`src/rtl/ultrasonido_filtro_if.sv`:
```
// rtl/ultrasonido_filtro_if.sv - ranging-stage to filter link plus filter results toward the PIO interface
interface ultrasonido_filtro_if #(
  parameter int DATAWIDTH = 16
) ();
  logic [DATAWIDTH-1:0] Ultrasonido_Filtro_Conteo_In;
  logic                 Ultrasonido_Filtro_Trigger_In;
  logic [DATAWIDTH-1:0] Ultrasonido_Filtro_Promedio_Out;
  logic                 Ultrasonido_Filtro_Valido_Out;
  logic                 Ultrasonido_Filtro_Obstaculo_Out;
  logic                 Ultrasonido_Filtro_Falla_Out;
  logic [7:0]           Ultrasonido_Filtro_Rechazos_Out;

  modport master (
    output Ultrasonido_Filtro_Conteo_In,
    output Ultrasonido_Filtro_Trigger_In,
    input  Ultrasonido_Filtro_Promedio_Out,
    input  Ultrasonido_Filtro_Valido_Out,
    input  Ultrasonido_Filtro_Obstaculo_Out,
    input  Ultrasonido_Filtro_Falla_Out,
    input  Ultrasonido_Filtro_Rechazos_Out
  );

  modport slave (
    input  Ultrasonido_Filtro_Conteo_In,
    input  Ultrasonido_Filtro_Trigger_In,
    output Ultrasonido_Filtro_Promedio_Out,
    output Ultrasonido_Filtro_Valido_Out,
    output Ultrasonido_Filtro_Obstaculo_Out,
    output Ultrasonido_Filtro_Falla_Out,
    output Ultrasonido_Filtro_Rechazos_Out
  );
endinterface

```
`src/rtl/ultrasonido_filtro.sv`:
```
// rtl/ultrasonido_filtro.sv - range gate, moving average, hysteretic obstacle and timeout fault for echo counts
module ultrasonido_filtro #(
  parameter int                   DATAWIDTH  = 16,
  parameter int                   LOG2N      = 2,
  parameter logic [DATAWIDTH-1:0] MIN_VALID  = 16'h0010,
  parameter logic [DATAWIDTH-1:0] MAX_VALID  = 16'hF000,
  parameter logic [DATAWIDTH-1:0] UMBRAL_ON  = 16'h0400,
  parameter logic [DATAWIDTH-1:0] UMBRAL_OFF = 16'h0500,
  parameter logic [31:0]          TIMEOUT    = 32'd2000000
) (
  input  logic                Ultrasonido_Filtro_Clock,
  input  logic                Ultrasonido_Filtro_Reset_InLow,
  ultrasonido_filtro_if.slave bus
);
  localparam int              N         = 1 << LOG2N;
  localparam int              SW        = DATAWIDTH + LOG2N;
  localparam logic [LOG2N:0]  FILL_FULL = (LOG2N + 1)'(N);

  logic                 trig_d;
  logic                 rise;
  logic [DATAWIDTH-1:0] muestra;
  logic                 cap;
  logic                 upd;
  logic [DATAWIDTH-1:0] ventana [N];
  logic [SW-1:0]        suma;
  logic [LOG2N:0]       fill;
  logic [LOG2N-1:0]     wp;
  logic [31:0]          timer;
  logic [31:0]          timer_inc;
  logic                 fault_hit;
  logic                 accept;
  logic [DATAWIDTH-1:0] saliente;
  logic [DATAWIDTH-1:0] promedio_calc;

  always_comb begin
    rise          = bus.Ultrasonido_Filtro_Trigger_In & ~trig_d;
    timer_inc     = (timer >= TIMEOUT) ? TIMEOUT : timer + 32'd1;
    fault_hit     = ~rise && (timer_inc == TIMEOUT);
    accept        = (muestra >= MIN_VALID) && (muestra <= MAX_VALID);
    // Slots are only subtracted once the window is full; after a fault restart they hold stale data.
    saliente      = (fill == FILL_FULL) ? ventana[wp] : '0;
    promedio_calc = suma[SW-1:LOG2N];
  end

  always_ff @(posedge Ultrasonido_Filtro_Clock) begin
    if (!Ultrasonido_Filtro_Reset_InLow) begin
      trig_d  <= 1'b0;
      muestra <= '0;
      cap     <= 1'b0;
      upd     <= 1'b0;
      suma    <= '0;
      fill    <= '0;
      wp      <= '0;
      timer   <= '0;
      for (int i = 0; i < N; i++) ventana[i] <= '0;
      bus.Ultrasonido_Filtro_Promedio_Out  <= '0;
      bus.Ultrasonido_Filtro_Valido_Out    <= 1'b0;
      bus.Ultrasonido_Filtro_Obstaculo_Out <= 1'b0;
      bus.Ultrasonido_Filtro_Falla_Out     <= 1'b0;
      bus.Ultrasonido_Filtro_Rechazos_Out  <= '0;
    end else begin
      trig_d                            <= bus.Ultrasonido_Filtro_Trigger_In;
      cap                               <= rise;
      upd                               <= 1'b0;
      bus.Ultrasonido_Filtro_Valido_Out <= 1'b0;

      if (rise) begin
        muestra                          <= bus.Ultrasonido_Filtro_Conteo_In;
        timer                            <= '0;
        bus.Ultrasonido_Filtro_Falla_Out <= 1'b0;
      end else begin
        timer <= timer_inc;
        if (fault_hit) begin
          bus.Ultrasonido_Filtro_Falla_Out <= 1'b1;
          suma                             <= '0;
          fill                             <= '0;
          wp                               <= '0;
        end
      end

      if (cap) begin
        if (accept) begin
          suma        <= suma - SW'(saliente) + SW'(muestra);
          ventana[wp] <= muestra;
          wp          <= wp + 1'b1;
          fill        <= (fill == FILL_FULL) ? fill : fill + 1'b1;
          upd         <= 1'b1;
        end else if (bus.Ultrasonido_Filtro_Rechazos_Out != 8'hFF) begin
          bus.Ultrasonido_Filtro_Rechazos_Out <= bus.Ultrasonido_Filtro_Rechazos_Out + 8'd1;
        end
      end

      if (upd && fill == FILL_FULL) begin
        bus.Ultrasonido_Filtro_Promedio_Out <= promedio_calc;
        bus.Ultrasonido_Filtro_Valido_Out   <= 1'b1;
        if (promedio_calc < UMBRAL_ON)
          bus.Ultrasonido_Filtro_Obstaculo_Out <= 1'b1;
        else if (promedio_calc > UMBRAL_OFF)
          bus.Ultrasonido_Filtro_Obstaculo_Out <= 1'b0;
      end
    end
  end
endmodule
```
`src/flat_wrapper.sv`:
```
// flat-port wrapper written by rule: the top's interface ports become plain ports
module ultrasonido_filtro_flat 
#(
  parameter int                   DATAWIDTH  = 16,
  parameter int                   LOG2N      = 2,
  parameter logic [DATAWIDTH-1:0] MIN_VALID  = 16'h0010,
  parameter logic [DATAWIDTH-1:0] MAX_VALID  = 16'hF000,
  parameter logic [DATAWIDTH-1:0] UMBRAL_ON  = 16'h0400,
  parameter logic [DATAWIDTH-1:0] UMBRAL_OFF = 16'h0500,
  parameter logic [31:0]          TIMEOUT    = 32'd2000000
)
  (Ultrasonido_Filtro_Clock, Ultrasonido_Filtro_Reset_InLow, bus_Ultrasonido_Filtro_Conteo_In, bus_Ultrasonido_Filtro_Trigger_In, bus_Ultrasonido_Filtro_Promedio_Out, bus_Ultrasonido_Filtro_Valido_Out, bus_Ultrasonido_Filtro_Obstaculo_Out, bus_Ultrasonido_Filtro_Falla_Out, bus_Ultrasonido_Filtro_Rechazos_Out);
  ultrasonido_filtro_if #(.DATAWIDTH(DATAWIDTH)) bus_i ();
  input  logic Ultrasonido_Filtro_Clock;
  input  logic Ultrasonido_Filtro_Reset_InLow;
  input wire logic [$bits(bus_i.Ultrasonido_Filtro_Conteo_In)-1:0] bus_Ultrasonido_Filtro_Conteo_In;
  input wire logic [$bits(bus_i.Ultrasonido_Filtro_Trigger_In)-1:0] bus_Ultrasonido_Filtro_Trigger_In;
  output wire logic [$bits(bus_i.Ultrasonido_Filtro_Promedio_Out)-1:0] bus_Ultrasonido_Filtro_Promedio_Out;
  output wire logic [$bits(bus_i.Ultrasonido_Filtro_Valido_Out)-1:0] bus_Ultrasonido_Filtro_Valido_Out;
  output wire logic [$bits(bus_i.Ultrasonido_Filtro_Obstaculo_Out)-1:0] bus_Ultrasonido_Filtro_Obstaculo_Out;
  output wire logic [$bits(bus_i.Ultrasonido_Filtro_Falla_Out)-1:0] bus_Ultrasonido_Filtro_Falla_Out;
  output wire logic [$bits(bus_i.Ultrasonido_Filtro_Rechazos_Out)-1:0] bus_Ultrasonido_Filtro_Rechazos_Out;
  assign bus_i.Ultrasonido_Filtro_Conteo_In = bus_Ultrasonido_Filtro_Conteo_In;
  assign bus_i.Ultrasonido_Filtro_Trigger_In = bus_Ultrasonido_Filtro_Trigger_In;
  assign bus_Ultrasonido_Filtro_Promedio_Out = bus_i.Ultrasonido_Filtro_Promedio_Out;
  assign bus_Ultrasonido_Filtro_Valido_Out = bus_i.Ultrasonido_Filtro_Valido_Out;
  assign bus_Ultrasonido_Filtro_Obstaculo_Out = bus_i.Ultrasonido_Filtro_Obstaculo_Out;
  assign bus_Ultrasonido_Filtro_Falla_Out = bus_i.Ultrasonido_Filtro_Falla_Out;
  assign bus_Ultrasonido_Filtro_Rechazos_Out = bus_i.Ultrasonido_Filtro_Rechazos_Out;
  ultrasonido_filtro #(.DATAWIDTH(DATAWIDTH), .LOG2N(LOG2N), .MIN_VALID(MIN_VALID), .MAX_VALID(MAX_VALID), .UMBRAL_ON(UMBRAL_ON), .UMBRAL_OFF(UMBRAL_OFF), .TIMEOUT(TIMEOUT)) u_core (.Ultrasonido_Filtro_Clock(Ultrasonido_Filtro_Clock), .Ultrasonido_Filtro_Reset_InLow(Ultrasonido_Filtro_Reset_InLow), .bus(bus_i));
endmodule
```
`config.mk`:
```
export PLATFORM = sky130hd
export DESIGN_NAME = ultrasonido_filtro_flat
export DESIGN_NICKNAME = d
export VERILOG_FILES = /design/src/rtl/ultrasonido_filtro_if.sv /design/src/rtl/ultrasonido_filtro.sv /design/src/flat_wrapper.sv
export SDC_FILE = /design/constraint.sdc
export NUM_CORES = 1
export LEC_CHECK = 0
export ABC_AREA = 1
export ABC_CLOCK_PERIOD_IN_PS = 6600
export BUFFER_PORTS_ARGS = -buffer_cell sky130_fd_sc_hd__buf_2
export CAP_MARGIN = 20
export CELL_PAD_IN_SITES_DETAIL_PLACEMENT = 0
export CELL_PAD_IN_SITES_GLOBAL_PLACEMENT = 2
export CORE_MARGIN = 4
export CORE_UTILIZATION = 40
export DETAILED_ROUTE_END_ITERATION = 10
export PLACE_DENSITY = 0.85
export REMOVE_ABC_BUFFERS = 1
export SYNTH_ARGS = -nofsm -noshare
export SYNTH_HDL_FRONTEND = slang
export SYNTH_SLANG_ARGS = --single-unit
export TNS_END_PERCENT = 100
```
`constraint.sdc`:
```
create_clock -name Ultrasonido_Filtro_Clock -period 6.6 [get_ports Ultrasonido_Filtro_Clock]
set_input_delay 0 -clock Ultrasonido_Filtro_Clock [delete_from_list [all_inputs] [get_ports Ultrasonido_Filtro_Clock]]
set_output_delay 0 -clock Ultrasonido_Filtro_Clock [all_outputs]
set_load 0.005 [all_outputs]
```
======== Word level (Yosys, flattened, before mapping) ========
Memory sizes are Yosys's and may differ from the RTL's. A register that Yosys moved wholly into a read port is not among the register bits.
Index checks and enable logic that the tools add are counted.
word-level totals
  flip-flop bits (word level) ............. 101
  RAM bits ................................ 64
  input port bits ......................... 19
  output and inout bits ................... 27
  logic and storage cells ................. 69
  memories kept ........................... 1
cells by class
  add/sub/neg operators ................... 6
  order comparisons ....................... 5
  eq/ne operators ......................... 4
  multiplexer cells ....................... 27
  bitwise operators ....................... 5
  reduce and logical (&&, ||, !) cells .... 8
memory list
  name            depth  bits a word  read ports  clocked after Yosys merged registers in  wr ports  RTL line                  source
  u_core.ventana  4      16           1           1                                        4         ultrasonido_filtro.sv:24  logic [DATAWIDTH-1:0] ventana [N];
operators with widths
  operator                 count
  $mux W18                 4
  $add A32 B1 Y32 const B  1
  $eq A32 B21 Y1 const B   1
  $ge A32 B21 Y1 const B   1
  $mux W16                 2
  $mux W32                 1
  $add A18 B16 Y18         1
  $sub A18 B16 Y18         1
  $ge A16 B5 Y1 const B    1
  $gt A16 B11 Y1 const B   1
  $le A16 B16 Y1 const B   1
  $lt A16 B11 Y1 const B   1
  $reduce_or A16 Y1        1
  $mux W3                  5
  $mux W2                  6
  $mux W1                  9
  $add A8 B1 Y8 const B    1
  $ne A8 B8 Y1 const B     1
  $not A1 Y1               4
  $add A3 B1 Y3 const B    1
  $eq A3 B3 Y1 const B     1
  $logic_and A1 B1 Y1      3
  $ne A3 B3 Y1 const B     1
  $reduce_and A3 Y1        1
  5 further kinds          5

======== Logic depth before layout (Yosys ltp) ========
Gate-level depths: netlist (run 1).
  depth in word-level cells ............... 9
  mapped depth ............................ 20
  mapped depth without buffers ............ 18

======== Worst setup path after synthesis (run 1) ========
Ideal clock, no wire load.
  path type ............................... register to register
  start ................................... reg u_core.wp[0] (netlist name)
  end ..................................... reg u_core.suma[12]
  library setup time ...................... 0.072 ns
  arrival ................................. 3.146 ns
  data required time ...................... 6.528 ns
  setup slack ............................. 3.382 ns
  stages on the path, launching flop included .. 19
  buffers on the path ..................... 2
  period minus slack after synthesis ...... 3.218 ns
  cells stage by stage .................... dfxtp_1 > clkbuf_1 > inv_1 > clkbuf_1 > o21ai_0 > a21oi_1 > fa_1 > inv_1 > fa_1 > nand3_1 > nand2_1 > a21boi_0 > o21ai_0 > inv_1 > o21a_1 > o21ai_0 > nand2_1 > nand3_1 > a21oi_1
RTL lines
  element               RTL line                  source
  to (signal assigned)  ultrasonido_filtro.sv:83  suma <= suma - SW'(saliente) + SW'(muestra);
  to (decl)             ultrasonido_filtro.sv:25  logic [SW-1:0] suma;

==> flow_summary.toml, run 1 <==
[timing]
worst_pin_slew_ps = 999.6
timing.final.crit_share_pct = 61.04
fin_crit_ps = 4029
hold_viol = 0
clock_skew_ps = 10.31
setup_violations = 0
max_freq_ghz = 0.2482
max_slew_margin_pct = 33.29
rsz0062_at_grt = "false"
slew_violations = 0
timing.setup.tns_ps = 0

[route]
first_pass_iters = 5
drtIter0Drc = 330
drcViolationCount = 0
ant_nets = 0
vias_per_cell = 4.916
vias = 6813
drt-total-wl_um = 21480
wl_per_cell_um = 15.50

[synthesis]
synth.cell_area_um2 = 8367
synth_cells = 1039
synth.distinct_cells = 45
ys_seq_area_share_pct = 47.14
synth.most_common_cell = "nor2_1"
synth_top_area_share_pct = 24.17
yosysWarnings = 0
synth-edff-count = 64
yosysTopAreaCell = "dfxtp_1"
synth_area_per_cell_um2 = 8.053
async_flop_share_pct = 0
ys_ff_latch = 165
synth_commonest_cells = "182 x nor2_1, 155 x nand2_1, 125 x inv_1"
synth.area.top_cells = "dfxtp_1 24%, edfxtp_1 23%, nor2_1 8.2%, nand2_1 7.0%, inv_1 5.6%"
ys.flop_type = "dfxtp_1"

[pwr]
power_uw = 2493
peakVddDrop_v = 0.0001713
power.internal_uw = 1759
p_leak_uw = 0.003961
p_sw_uw = 733.4
cellPowerDensity_nw_per_um2 = 258.7
p_comb_share_pct = 16.2
sequentialPowerShare_pct = 44.6
p_clk_share_pct = 39.2
p_sw_share_pct = 29.42

[worst_setup_path]
cp_slowest_cell = "clkinv_1"
cp.arrival_ps = 4390
worst_setup_path_end_kind = "register"
worstPathRequired_ps = 6960
cp_slowest_stage_delay_ps = 520
cp-start-kind = "register"
cpMostUsedCell = "a21oi_1"
crit_type = "reg2reg"
crit_chain = "buf_4 -> clkinv_1 -> nor2_1 -> o21ai_0 -> a21oi_1 -> fa_1 -> inv_1 -> ha_1 -> a21oi_1 -> nand2_1 -> a21boi_0 -> o21ai_0 -> inv_1 -> o21a_1 -> a21oi_1 -> o21a_1 -> nor3_1"
cp_num_buf_inv = 4
crit_family = "compound AO/OA/AOI/OAI gates"
crit_fanout = 20

[flow_run]
drv_cap = 0

[final_layout]
drive_above_1_share_pct = 10.13
ff_latch_area_um2 = 3944
area_growth_pct = 15.15
multi_input_area_um2 = 3822
fin_nets = 1163
n_antenna_cell = 0
nFillCells = 2065

[clock_tree]
cts_tree = "yes"
cts_buffers = 17
cts_root_buf = "clkbuf_16"
htree_levels = 4
clock_latency_ps = 430
clock-sinks = 165
cts_buffer_depth = 2
clk_pin_slew_ps = 70
ctsResizeCount = 0

[floorplanning]
num_rows = 52
io_pins = 46
die_area_um2 = 23290
start_util_pct = 40.95
die_w_um = 152.6
die_h_um = 152.6
core_area_um2 = 20430

[outcome]
outcome = "finished, final reports clean"

[global_routing]
overflow = 0
grt.total_usage_pct = 18.74
grt_pass1_vias = 6673
grt_pass1_wl_um = 35270
antenna_found_initial = 0
grt_max_degree = 36

[placement]
place.gp.congestion = 0.8194
port_buffers = 45
dpl.hpwl_um = 15220

[worst_hold_path]
hp-class = "in2reg"
## kinds of logic (layout without fill, tap and decap cells)
logic type,count (synthesis),in the layout,share of synthesized area [%]
xor gates and xnor gates,14,14,1.466
and+or+nand+nor,460,460,23.73
DFF,165,165,47.14
buffers and inverters,163,230,7.686
adders and majority gates,41,41,7.567
other,1,11,0.04482
AOI/OAI and AO/OA,195,195,12.37
## per-layer routing
metal  track usage, %  wire length [µm]  share of wire [%]  vias up
li1                 -                 -                  -     3525
met3            2.641               614                2.9       23
met2            31.82             10500                 49      105
met4            5.982               397                1.8        0
met5                0                 0                  0        -
met1            24.78              9971                 46     3160
## sequential cells by signal, indices dropped and copies added, names as in the netlist, 2 cells and up
name / flops
u_core.fill: 3
u_core.suma: 18
u_core.timer: 32
u_core.bus.Ultrasonido_Filtro_Promedio_Out: 16
u_core.bus.Ultrasonido_Filtro_Rechazos_Out: 8
u_core.ventana: 64
u_core.wp: 2
u_core.muestra: 16
## worst reg2reg max path, delay by kind of cell, from the launching register on
kind / cells / cell delay [ps]
buffers and inverters: 4 / 990
AO/OA/AOI/OAI: 8 / 1490
flip-flops: 1 / 310
AND/OR/NAND/NOR: 3 / 470
adder cells (fa/ha/maj): 2 / 720
## repair_timing
action	4_1_cts	5_1_grt
hold endpoints to repair	18	0
hold buffers	17	0
setup buffers	0	0
## power groups by stage
stage	clock [µW]	sequential, µW	combinational [µW]
floorplan	0	1130	281
global placement	0	1130	395
CTS	1000	1110	403
detailed placement	0	1130	393
global route	1040	1120	463
finish	977	1110	403
## stage by stage
stage	hold WS (ps)	std cells	utilization (%)	instance area [µm²]	worst slack (ps)
final	112.2	1386	47.16	9634	2571
after floorplan	97.63	1014	-	8243	2739
after global routing	148.4	1386	47.16	9634	2097
after detailed placement	208.0	1336	43.39	8864	2609
after global placement	202.5	1336	43.39	8864	2713
after CTS	107.4	1385	47.02	9607	2590
## cell type report
type | count | share of cell area, %
sequential | 165 | 40.94
timing repair buffer | 70 | 4.935
clock buffer | 19 | 4.818
inverter | 128 | 5.000
tap | 270 | 3.506
clock inverter | 13 | 1.130
multi-input combinational | 721 | 39.68
## layout by cell type (no fill, tap or decap), types with 3 or more instances in the layout
master / n
nor2_1: 182
nand2_1: 155
inv_1: 125
dfxtp_1: 101
o21ai_0: 88
a21oi_1: 80
edfxtp_1: 64
buf_2: 45
nand3_1: 44
nor3_1: 34
ha_1: 25
clkbuf_16: 18
dlygate4sd3_1: 17
fa_1: 16
nand4_1: 15
conb_1: 11
o21a_1: 7
nor2_2: 7
xor2_1: 7
xnor2_1: 7
buf_4: 7
nand2_2: 5
inv_6: 5
o21ai_1: 4
nor2_4: 4
a31oi_1: 4
nand3b_1: 3
o31ai_1: 3
## path summary, 6_finish.rpt
path                                                               from                                      end  slack [ps]  cells after the start
worst max-delay path                                       u_core.wp[1]                          u_core.suma[10]        2570                     17
worst min-delay path                     Ultrasonido_Filtro_Reset_InLow                           u_core.suma[3]         110                      3
worst max register to register                             u_core.wp[1]                          u_core.suma[10]        2570                     17
worst min register to register  u_core.bus.Ultrasonido_Filtro_Falla_Out  u_core.bus.Ultrasonido_Filtro_Falla_Out         470                      2
Power figures use the tool's default switching activity.
==> inputs of run 2 (changes only) <==
- ABC_CLOCK_PERIOD_IN_PS: 6600 -> 3500
- CORE_UTILIZATION: 40 -> 33
- PLACE_DENSITY: 0.85 -> 0.75
- clock period: 6.6 -> 3.5 ns (I/O delays scaled with it)
==> run 2 against run 1 <==
Non-clock buffer count is 25 higher. Power increased by 94%. Final cell count grew 6.1%. Maximum frequency rose by 26%. Register-to-register slack got worse by 2300 ps. Critical path type unchanged.
==> flow_summary.toml, run 2 (same netlist as run 1, synthesis figures left out) <==
[outcome]
outcome = "finished, final reports clean"

[final_layout]
area_growth_pct = 19.22
top_regs = "u_core.ventana: 64 flops, u_core.timer: 32 flops, u_core.suma: 18 flops"
layout_common_cells = "182 x nor2_1, 153 x nand2_1, 124 x inv_1"
fin_util_pct = 39.84
largest_register = "u_core.ventana"
final_common_cell = "nor2_1"
largest_reg_flops = 64
n_antenna_cell = 0
drive_above_1_share_pct = 12.53
finalInstanceArea_um2 = 9975
fin_nets = 1188

[worst_setup_path]
cp_num_buf_inv = 3
crit_start = "u_core.wp[0]"
cp-start-kind = "register"
cp_slowest_cell = "fa_1"
ff2ff_setup_slack_ps = 300
crit_family = "compound AO/OA/AOI/OAI gates"
reg2reg_from = "u_core.wp[0]"
r2r_cells = 16
crit_chain = "buf_8 -> buf_4 -> nor2_1 -> nor2_1 -> o21ai_0 -> a21oi_1 -> fa_1 -> inv_1 -> ha_1 -> a21oi_1 -> o21ai_0 -> a21oi_1 -> o21ai_0 -> a21oi_1 -> o21ai_0 -> a21oi_1"
cp.arrival_ps = 3560
cp_slowest_stage_delay_ps = 450
crit_fanout = 18
worstPathRequired_ps = 3860
cp.depth = 16
crit_type = "reg2reg"
timing.rr.end = "u_core.suma[14]"
cpMostUsedCell = "a21oi_1"
worst_setup_path_end_kind = "register"
crit_path_end = "u_core.suma[14]"

[clock_tree]
cts_buffers = 17
cts_tree = "yes"
cts_root_buf = "clkbuf_16"
cts_buffer_depth = 2
clock_latency_ps = 420
clock-sinks = 165
htree_levels = 4
clk_pin_slew_ps = 80

[worst_hold_path]
hp-class = "in2reg"
holdPathStages = 4
min_from = "bus_Ultrasonido_Filtro_Conteo_In[2]"

[timing]
worst_pin_slew_ps = 675.6
fin_crit_ps = 3196
whs_ps = 317.5
slew_violations = 0
max_freq_ghz = 0.3129
max_slew_margin_pct = 54.91
rsz0062_at_grt = "false"
hold_viol = 0
timing.final.crit_share_pct = 91.30
clock_skew_ps = 16.35
setup_violations = 0

[global_routing]
grt_pass1_wl_um = 37790
grt_pass1_vias = 6912
grt.total_usage_pct = 16.98
overflow = 0
grt_max_degree = 33
antenna_found_initial = 0

[pwr]
cellPowerDensity_nw_per_um2 = 484.9
peakVddDrop_v = 0.0002043
p_leak_uw = 0.004097
power_uw = 4836

[placement]
port_buffers = 45
dpl.hpwl_um = 16910
dpl-instance-area_um2 = 9144
place.gp.congestion = 0.8262

[route]
vias = 6852
vias_per_cell = 4.658
drtIter0Drc = 376
ant_nets = 0
drt-total-wl_um = 23160
drcViolationCount = 0
first_pass_iters = 4
wl_per_cell_um = 15.74

[floorplanning]
die_w_um = 167.2
die_area_um2 = 27970
core_area_um2 = 25040
start_util_pct = 33.42
io_pins = 46
die_h_um = 167.2
num_rows = 58

[flow_run]
drv_cap = 0
## run 2: cell count changes in the layout (fill, tap and decap cells not counted), sizes merged
cell / previous run / this run
bufinv: 0 / 1
clkbuf: 19 / 18
buf: 53 / 76
dlygate4sd3: 17 / 19
clkinv: 6 / 5
inv: 134 / 135
## run 2: final cells by class
cell class	count	area (µm²)
Inverter	128	481.7
Multi-Input combinational cell	721	3842
Fill cell	2579	15060
Clock inverter	14	151.4
Tap cell	330	412.9
Clock buffer	18	450.4
Timing Repair Buffer	95	691.9
Sequential cell	165	3944
## run 2: where the power goes
| group | internal (µW) | switching (µW) |
|---|---|---|
| registers | 2070 | 31.8 |
| clock network | 1060 | 860 |
| logic | 298 | 522 |
| total | 3420 | 1410 |
## run 2: layer usage
metal	vias up	wire length, µm	share of wire, %	track usage (%)
met2	100	11120	48	29.02
met3	15	691	3.0	2.644
met5	-	0	0	0
li1	3573	-	-	-
met4	0	303	1.3	3.987
met1	3164	11050	48	22.76
## run 2: worst min-delay path by stage
stage	endpoint	slack, ps
final	u_core.muestra[2]	320
after global routing	u_core.muestra[10]	330
after CTS	u_core.muestra[7]	300
after detailed placement	u_core.muestra[7]	200
after global placement	u_core.muestra[5]	200
after floorplan	u_core.fill[1]	100
## run 2: worst reg2reg max path, delay by kind of cell (launching register included)
family | cells | cell delay (ps)
AOI/OAI and AO/OA | 9 | 1430
adders and majority gates | 2 | 710
buffers and inverters | 3 | 480
DFF | 1 | 370
and+or+nand+nor | 2 | 150
## run 2: through the flow
step	worst slack, ps	setup TNS [ps]	std cells
floorplan	-361.1	-1777	1014
global placement	202.5	0	1418
detailed placement	163.6	0	1419
CTS	148.4	0	1470
global route	13.09	0	1471
finish	304.5	0	1471
## run 2: repair_timing
action                                  4_1_cts  5_1_grt
endpoints found under the setup margin        0        7
setup buffers                                 0        1
gates resized for setup                       0       12
hold buffers                                 19        0
endpoints found under the hold margin        19        0
